### config.mk
export PLATFORM = sky130hd
export DESIGN_NAME = pdp8_uart_flat
export DESIGN_NICKNAME = d
export VERILOG_FILES = /design/src/rtl/pdp8_uart_if.sv /design/src/rtl/pdp8_uart.sv /design/src/flat_wrapper.sv
export SDC_FILE = /design/constraint.sdc
export NUM_CORES = 1
export LEC_CHECK = 0
export ABC_CLOCK_PERIOD_IN_PS = 4300
export CAP_MARGIN = 20
export CORE_MARGIN = 2
export CORE_UTILIZATION = 35
export DETAILED_ROUTE_END_ITERATION = 10
export GPL_TIMING_DRIVEN = 0
export SLEW_MARGIN = 25
export SYNTH_ARGS = -nofsm -noshare
export SYNTH_HDL_FRONTEND = slang
export SYNTH_SLANG_ARGS = --single-unit
### constraint.sdc
create_clock -name clk -period 4.3 [get_ports clk]
set_input_delay 1.29 -clock clk [delete_from_list [all_inputs] [get_ports clk]]
set_output_delay 1.29 -clock clk [all_outputs]
set_load 0.005 [all_outputs]
### src/rtl/pdp8_uart_if.sv
// rtl/pdp8_uart_if.sv - console controller <-> serial core handshake bundle
interface pdp8_uart_if;
  logic       tx_req;
  logic [7:0] tx_data;
  logic       tx_ack;
  logic       tx_empty;
  logic       rx_req;
  logic       rx_ack;
  logic [7:0] rx_data;
  logic       rx_empty;

  modport master (
    output tx_req, tx_data, rx_req,
    input  tx_ack, tx_empty, rx_ack, rx_data, rx_empty
  );

  modport slave (
    input  tx_req, tx_data, rx_req,
    output tx_ack, tx_empty, rx_ack, rx_data, rx_empty
  );
endinterface

### src/rtl/pdp8_uart.sv
// rtl/pdp8_uart.sv - PDP-8 console 8N1 transmitter and oversampling receiver
module pdp8_uart #(
  parameter int OVERSAMPLE = 16
) (
  input  logic        clk,
  input  logic        reset,
  input  logic        tx_clk,
  input  logic        rx_clk,
  input  logic        rxd,
  output logic        txd,
  pdp8_uart_if.slave  bus
);

  localparam int TW = $clog2(OVERSAMPLE);
  localparam logic [TW-1:0] HALF_TICK = TW'(OVERSAMPLE / 2 - 1);
  localparam logic [TW-1:0] FULL_TICK = TW'(OVERSAMPLE - 1);

  // Baud clocks and rxd are asynchronous; the third tap gives edge detection.
  logic [2:0] tx_clk_sync;
  logic [2:0] rx_clk_sync;
  logic [1:0] rxd_sync;
  logic       tx_tick;
  logic       rx_tick;
  logic       rxd_s;

  always_ff @(posedge clk or negedge reset) begin
    if (!reset) begin
      tx_clk_sync <= '0;
      rx_clk_sync <= '0;
      rxd_sync    <= 2'b11;
    end else begin
      tx_clk_sync <= {tx_clk_sync[1:0], tx_clk};
      rx_clk_sync <= {rx_clk_sync[1:0], rx_clk};
      rxd_sync    <= {rxd_sync[0], rxd};
    end
  end

  assign tx_tick = tx_clk_sync[1] & ~tx_clk_sync[2];
  assign rx_tick = rx_clk_sync[1] & ~rx_clk_sync[2];
  assign rxd_s   = rxd_sync[1];

  typedef enum logic [2:0] {
    TX_IDLE,
    TX_ACK,
    TX_START,
    TX_DATA,
    TX_STOP
  } tx_state_t;

  tx_state_t  tx_state, tx_state_n;
  logic [7:0] tx_shift, tx_shift_n;
  logic [2:0] tx_bit_cnt, tx_bit_cnt_n;
  logic       txd_q, txd_n;
  logic       tx_ack_q, tx_ack_n;
  logic       tx_empty_q, tx_empty_n;

  always_ff @(posedge clk or negedge reset) begin
    if (!reset) begin
      tx_state   <= TX_IDLE;
      tx_shift   <= '0;
      tx_bit_cnt <= '0;
      txd_q      <= 1'b1;
      tx_ack_q   <= 1'b0;
      tx_empty_q <= 1'b1;
    end else begin
      tx_state   <= tx_state_n;
      tx_shift   <= tx_shift_n;
      tx_bit_cnt <= tx_bit_cnt_n;
      txd_q      <= txd_n;
      tx_ack_q   <= tx_ack_n;
      tx_empty_q <= tx_empty_n;
    end
  end

  // State names the bit currently on the line; ACK is loaded but not yet started.
  always_comb begin
    tx_state_n   = tx_state;
    tx_shift_n   = tx_shift;
    tx_bit_cnt_n = tx_bit_cnt;
    txd_n        = txd_q;
    tx_ack_n     = tx_ack_q;
    if (tx_ack_q && !bus.tx_req) begin
      tx_ack_n = 1'b0;
    end
    case (tx_state)
      TX_IDLE: begin
        // A still-high ack means tx_req has not dropped since the last byte.
        if (bus.tx_req && !tx_ack_q) begin
          tx_shift_n = bus.tx_data;
          tx_ack_n   = 1'b1;
          tx_state_n = TX_ACK;
        end
      end
      TX_ACK: begin
        if (tx_tick) begin
          txd_n      = 1'b0;
          tx_state_n = TX_START;
        end
      end
      TX_START: begin
        if (tx_tick) begin
          txd_n        = tx_shift[0];
          tx_shift_n   = {1'b0, tx_shift[7:1]};
          tx_bit_cnt_n = 3'd0;
          tx_state_n   = TX_DATA;
        end
      end
      TX_DATA: begin
        if (tx_tick) begin
          if (tx_bit_cnt == 3'd7) begin
            txd_n      = 1'b1;
            tx_state_n = TX_STOP;
          end else begin
            txd_n        = tx_shift[0];
            tx_shift_n   = {1'b0, tx_shift[7:1]};
            tx_bit_cnt_n = tx_bit_cnt + 3'd1;
          end
        end
      end
      TX_STOP: begin
        if (tx_tick) begin
          tx_state_n = TX_IDLE;
        end
      end
      default: begin
        tx_state_n = TX_IDLE;
        txd_n      = 1'b1;
      end
    endcase
    tx_empty_n = (tx_state_n == TX_IDLE) && !tx_ack_n;
  end

  assign txd          = txd_q;
  assign bus.tx_ack   = tx_ack_q;
  assign bus.tx_empty = tx_empty_q;

  typedef enum logic [1:0] {
    RX_HUNT,
    RX_START,
    RX_DATA,
    RX_STOP
  } rx_state_t;

  rx_state_t   rx_state, rx_state_n;
  logic [TW-1:0] rx_tick_cnt, rx_tick_cnt_n;
  logic [2:0]  rx_bit_cnt, rx_bit_cnt_n;
  logic [7:0]  rx_shift, rx_shift_n;
  logic        rx_frame_ok;

  always_ff @(posedge clk or negedge reset) begin
    if (!reset) begin
      rx_state    <= RX_HUNT;
      rx_tick_cnt <= '0;
      rx_bit_cnt  <= '0;
      rx_shift    <= '0;
    end else begin
      rx_state    <= rx_state_n;
      rx_tick_cnt <= rx_tick_cnt_n;
      rx_bit_cnt  <= rx_bit_cnt_n;
      rx_shift    <= rx_shift_n;
    end
  end

  always_comb begin
    rx_state_n    = rx_state;
    rx_tick_cnt_n = rx_tick_cnt;
    rx_bit_cnt_n  = rx_bit_cnt;
    rx_shift_n    = rx_shift;
    rx_frame_ok   = 1'b0;
    if (rx_tick) begin
      case (rx_state)
        RX_HUNT: begin
          if (!rxd_s) begin
            rx_tick_cnt_n = '0;
            rx_state_n    = RX_START;
          end
        end
        RX_START: begin
          // Half a bit later the line must still be low, else it was a glitch.
          if (rx_tick_cnt == HALF_TICK) begin
            rx_tick_cnt_n = '0;
            rx_bit_cnt_n  = 3'd0;
            rx_state_n    = rxd_s ? RX_HUNT : RX_DATA;
          end else begin
            rx_tick_cnt_n = rx_tick_cnt + TW'(1);
          end
        end
        RX_DATA: begin
          if (rx_tick_cnt == FULL_TICK) begin
            rx_tick_cnt_n = '0;
            rx_shift_n    = {rxd_s, rx_shift[7:1]};
            rx_bit_cnt_n  = rx_bit_cnt + 3'd1;
            if (rx_bit_cnt == 3'd7) begin
              rx_state_n = RX_STOP;
            end
          end else begin
            rx_tick_cnt_n = rx_tick_cnt + TW'(1);
          end
        end
        RX_STOP: begin
          if (rx_tick_cnt == FULL_TICK) begin
            rx_tick_cnt_n = '0;
            rx_frame_ok   = rxd_s;
            rx_state_n    = RX_HUNT;
          end else begin
            rx_tick_cnt_n = rx_tick_cnt + TW'(1);
          end
        end
        default: begin
          rx_state_n = RX_HUNT;
        end
      endcase
    end
  end

  logic [7:0] rx_hold;
  logic [7:0] rx_data_q;
  logic       rx_ack_q;
  logic       rx_empty_q;
  logic       rx_deliver;

  assign rx_deliver = bus.rx_req && !rx_empty_q && !rx_ack_q;

  // A delivery in the same cycle frees the holding register for the new byte.
  always_ff @(posedge clk or negedge reset) begin
    if (!reset) begin
      rx_hold    <= '0;
      rx_data_q  <= '0;
      rx_ack_q   <= 1'b0;
      rx_empty_q <= 1'b1;
    end else begin
      if (rx_deliver) begin
        rx_data_q <= rx_hold;
        rx_ack_q  <= 1'b1;
      end else if (!bus.rx_req) begin
        rx_ack_q  <= 1'b0;
      end
      if (rx_frame_ok && (rx_empty_q || rx_deliver)) begin
        rx_hold    <= rx_shift;
        rx_empty_q <= 1'b0;
      end else if (rx_deliver) begin
        rx_empty_q <= 1'b1;
      end
    end
  end

  assign bus.rx_ack   = rx_ack_q;
  assign bus.rx_data  = rx_data_q;
  assign bus.rx_empty = rx_empty_q;

endmodule

### src/flat_wrapper.sv
// flat-port wrapper written by rule: the top's interface ports become plain ports
module pdp8_uart_flat 
#(
  parameter int OVERSAMPLE = 16
)
  (clk, reset, tx_clk, rx_clk, rxd, txd, bus_tx_req, bus_tx_data, bus_rx_req, bus_tx_ack, bus_tx_empty, bus_rx_ack, bus_rx_data, bus_rx_empty);
  pdp8_uart_if bus_i ();
  input  logic clk;
  input  logic reset;
  input  logic tx_clk;
  input  logic rx_clk;
  input  logic rxd;
  output logic txd;
  input wire logic [$bits(bus_i.tx_req)-1:0] bus_tx_req;
  input wire logic [$bits(bus_i.tx_data)-1:0] bus_tx_data;
  input wire logic [$bits(bus_i.rx_req)-1:0] bus_rx_req;
  output wire logic [$bits(bus_i.tx_ack)-1:0] bus_tx_ack;
  output wire logic [$bits(bus_i.tx_empty)-1:0] bus_tx_empty;
  output wire logic [$bits(bus_i.rx_ack)-1:0] bus_rx_ack;
  output wire logic [$bits(bus_i.rx_data)-1:0] bus_rx_data;
  output wire logic [$bits(bus_i.rx_empty)-1:0] bus_rx_empty;
  assign bus_i.tx_req = bus_tx_req;
  assign bus_i.tx_data = bus_tx_data;
  assign bus_i.rx_req = bus_rx_req;
  assign bus_tx_ack = bus_i.tx_ack;
  assign bus_tx_empty = bus_i.tx_empty;
  assign bus_rx_ack = bus_i.rx_ack;
  assign bus_rx_data = bus_i.rx_data;
  assign bus_rx_empty = bus_i.rx_empty;
  pdp8_uart #(.OVERSAMPLE(OVERSAMPLE)) u_core (.clk(clk), .reset(reset), .tx_clk(tx_clk), .rx_clk(rx_clk), .rxd(rxd), .txd(txd), .bus(bus_i));
endmodule
==> out/qor.csv <==
stage,metric,value,unit
outcome,outcome,completed,
power_and_ir_drop,Power Density,460,nW/µm²
routing,antenna-violating nets left,0,
global_route,first-pass GRT wire length,8.30,mm
die,Die W,91.4,µm
clock_network,Num CTS Buffers,9,
routing,Routed wire per std cell,13.0,µm
timing,period utilization,62.4,%
global_route,initial antenna violation count,0,
finish,FILL cells,661,
clock_network,Clock Latency Late Sink,330,ps
yosys,Mapped Nets,231,
yosys,Post-synth EDFFs,0,
worst_hold_path,Hold Path Class,register to register,
clock_network,"Setup Fix Bufs, Post-CTS",0,
yosys,dominant cell by count in the synthesized netlist,dfrtp_1,
finish,nets,270,
timing,# setup viols final,0,
worst_setup_path,crit path launch type,register,
power_and_ir_drop,Internal,1.08,mW
yosys,synthesized cell area,2680,µm²
yosys,top_reg_cell synth,dfrtp_1,
yosys,distinct cell type count after synthesis,45,
yosys,largest cells by area after synthesis,"dfrtp_1, mux2_2, dfstp_2",
clock_network,Hold Buf Count CTS,0,
die,Rows,31,
worst_setup_path,highest-delay cell along the critical path,dfstp_2,
placed_design,gpl congestion,0.832,
worst_setup_path,Reg2Reg Setup Slack,2450,ps
yosys,Syn Area/Cell,13.0,µm²
global_route,vias in the first global route,1736,
global_route,largest net degree at the start of global routing,36,
yosys,warnings from Yosys,0,
worst_setup_path,WP buf/inv,1,
timing,RSZ-0062 raised after global routing,false,
worst_setup_path,critical path data required time,3010,ps
timing,post-layout min period,2680,ps
worst_setup_path,"critical path fanouts, max",4,
finish,layout cells sized above 1,23.2,%
routing,Initial DRC Count,58,
clock_network,Sink Count,60,
clock_network,H-tree depth,3,
clock_network,Post-CTS Resized,0,
timing,fmax,373,MHz
worst_setup_path,R2R cell count,7,
routing,via count,1673,
routing,Routed Wire Length,4.54,mm
worst_setup_path,CP Cell Sequence,clkdlybuf4s50_1,
die,Die ar.,8360,µm²
timing,Max-slew headroom,52.0,%
worst_setup_path,worst reg2reg startpoint,u_core.rx_state[0]$_DFFE_PN0P_,
clock_network,clock root buffer,clkbuf_8,
yosys,"flops & latches, synth",60,
power_and_ir_drop,share of power burned in registers,44.9,%
timing,worst slew pin tran,717,ps
worst_setup_path,Worst path top cell family by delay,flip-flops,
timing,Final Max Tran Viols,0,
clock_network,Longest Clk Path Bufs,2,
worst_setup_path,CP Capture Type,output pin,
routing,DR pass1 iterations,4,
power_and_ir_drop,Gate power share,21.3,%
worst_hold_path,worst hold start,u_core.rx_clk_sync[0]$_DFF_PN0_,
worst_setup_path,worst path arrival time,1390,ps
power_and_ir_drop,clock power share,33.8,%
worst_hold_path,WHS Path Cells,0,
yosys,Synth area leader,dfrtp_1,
yosys,sequential area share after synthesis,56.4,%
power_and_ir_drop,sw power,436,µW
die,die span in y,91.4,µm
power_and_ir_drop,Max IR drop VDD,0.245,mV
timing,"Hold Vio Cnt, Final",0,
routing,residual DRC count,0,
finish,"Core Util, Final",44.9,%
finish,Area Overhead vs Synth,23.0,%
yosys,Synth top cells by count,"dfrtp_1, nand2_1, mux2_2, o21ai_0, ha_1",
routing,drt via density,4.79,
die,IO Count,28,
global_route,Total GRT Usage,12.6,%
placed_design,Post-Place Cell Area,3090,µm²
die,initial core utilization,36.5,%
timing,clk_skew,7.13,ps
power_and_ir_drop,Sw Share,28.8,%
placed_design,number of I/O port buffers,27,
yosys,Yosys top cell area share,51.4,%
yosys,cell count after synthesis,206,
finish,final instance area,3290,µm²
run,Max Cap Violations,0,
worst_setup_path,crit-path max cell delay,560,ps
finish,antenna diode count,0,
placed_design,HPWL Detailed,3.18,mm
clock_network,Worst-path clk slew,70,ps
die,CORE AREA,7330,µm²
global_route,GR Overflow Total,0,
clock_network,CTS tree,done,
worst_hold_path,worst hold endpoint,u_core.rx_clk_sync[1]$_DFF_PN0_,
yosys,Synth async-reset ratio,100,%
worst_setup_path,worst setup path category,register to output pin,
power_and_ir_drop,leakage power,1.50,nW
[cell type report]
cell class                      instances  area [µm²]  share of cell area, %
Inverter                                3        11.3                  0.342
Timing Repair Buffer                   28         288                   8.75
Buffer                                  5        31.3                  0.951
Multi-Input combinational cell        138        1120                   34.2
Sequential cell                        60        1510                   45.8
Tap cell                               99         124                   3.77
Clock buffer                           12         155                   4.72
Clock inverter                          4        47.5                   1.45
[power groups by stage]
stage | logic, mW | clock network, mW | registers [mW]
2_1_floorplan | 0.241 | 0 | 0.678
3_3_place_gp | 0.317 | 0 | 0.689
3_5_place_dp | 0.327 | 0 | 0.689
4_1_cts | 0.325 | 0.528 | 0.680
5_1_grt | 0.367 | 0.558 | 0.691
6_report | 0.323 | 0.510 | 0.679
[metal layers]
| layer | up-vias | global-route usage (%) | wire length, µm |
|---|---|---|---|
| li1 | 825 | - | - |
| met1 | 802 | 16.7 | 2250 |
| met2 | 44 | 18.8 | 2020 |
| met3 | 2 | 5.39 | 244 |
| met4 | 0 | 3.41 | 27 |
| met5 | - | 0 | 0 |
[layout by cell type, fill, tap and decap left out, types with 3 or more instances in the layout]
cell / count
mux2i_1: 8
o31ai_1: 4
nand2_1: 22
dfrtp_1: 55
ha_1: 10
inv_1: 3
nand2b_1: 6
nor3_1: 5
clkbuf_8: 11
mux2_1: 5
buf_2: 3
clkdlybuf4s50_1: 26
nor2_1: 4
mux2_2: 20
nand3_1: 3
a21oi_1: 6
dfstp_2: 5
o21ai_0: 12
[through the flow]
| stage | instances | setup WS (ps) | power (mW) | hold slack (ps) | TNS, ps |
|---|---|---|---|---|---|
| floorplan | 206 | 2110 | 0.918 | 331 | 0 |
| global placement | 332 | -19.6 | 1.01 | 332 | -913 |
| detailed placement | 333 | 1340 | 1.02 | 335 | 0 |
| CTS | 349 | 1590 | 1.53 | 350 | 0 |
| global route | 349 | 1560 | 1.62 | 350 | 0 |
| finish | 349 | 1620 | 1.51 | 347 | 0 |
[state kept, by name, summed over array words and instances (netlist names), 2 cells and up, named ones only]
name and flops:
u_core.tx_state 3, u_core.tx_bit_cnt 3, u_core.rxd_sync 2, u_core.rx_bit_cnt 3, u_core.rx_shift 8, u_core.rx_tick_cnt 4, u_core.rx_hold 8, u_core.tx_clk_sync 3
u_core.rx_clk_sync 3, u_core.tx_shift 8, u_core.bus.rx_data 8
[worst max-delay path by stage]
stage	startpoint	to	slack, ps	depth (start not counted)
after floorplan	bus_tx_req	u_core.bus.tx_empty$_DFF_PN1_	2110	4
after global placement	reset	u_core.tx_shift[6]$_DFFE_PN0P_	-20	1
after detailed placement	bus_rx_req	u_core.bus.rx_data[5]$_DFFE_PN0P_	1340	3
final	u_core.bus.rx_empty$_DFFE_PN1P_	bus_rx_empty	1620	1
after CTS	u_core.bus.rx_empty$_DFFE_PN1P_	bus_rx_empty	1590	1
after global routing	u_core.bus.rx_empty$_DFFE_PN1P_	bus_rx_empty	1560	1
[cells by family (layout without fill, tap and decap cells)]
| group | count (synthesis) | in the layout | share of synthesized area, % |
|---|---|---|---|
| flops | 60 | 60 | 56.4 |
| compound gates | 36 | 36 | 10.1 |
| simple gates | 59 | 59 | 13.8 |
| mux | 33 | 33 | 13.5 |
| fa+ha+maj | 10 | 10 | 4.68 |
| buf+inv | 8 | 52 | 1.59 |
Note: power is estimated with default switching activity, not from simulation.
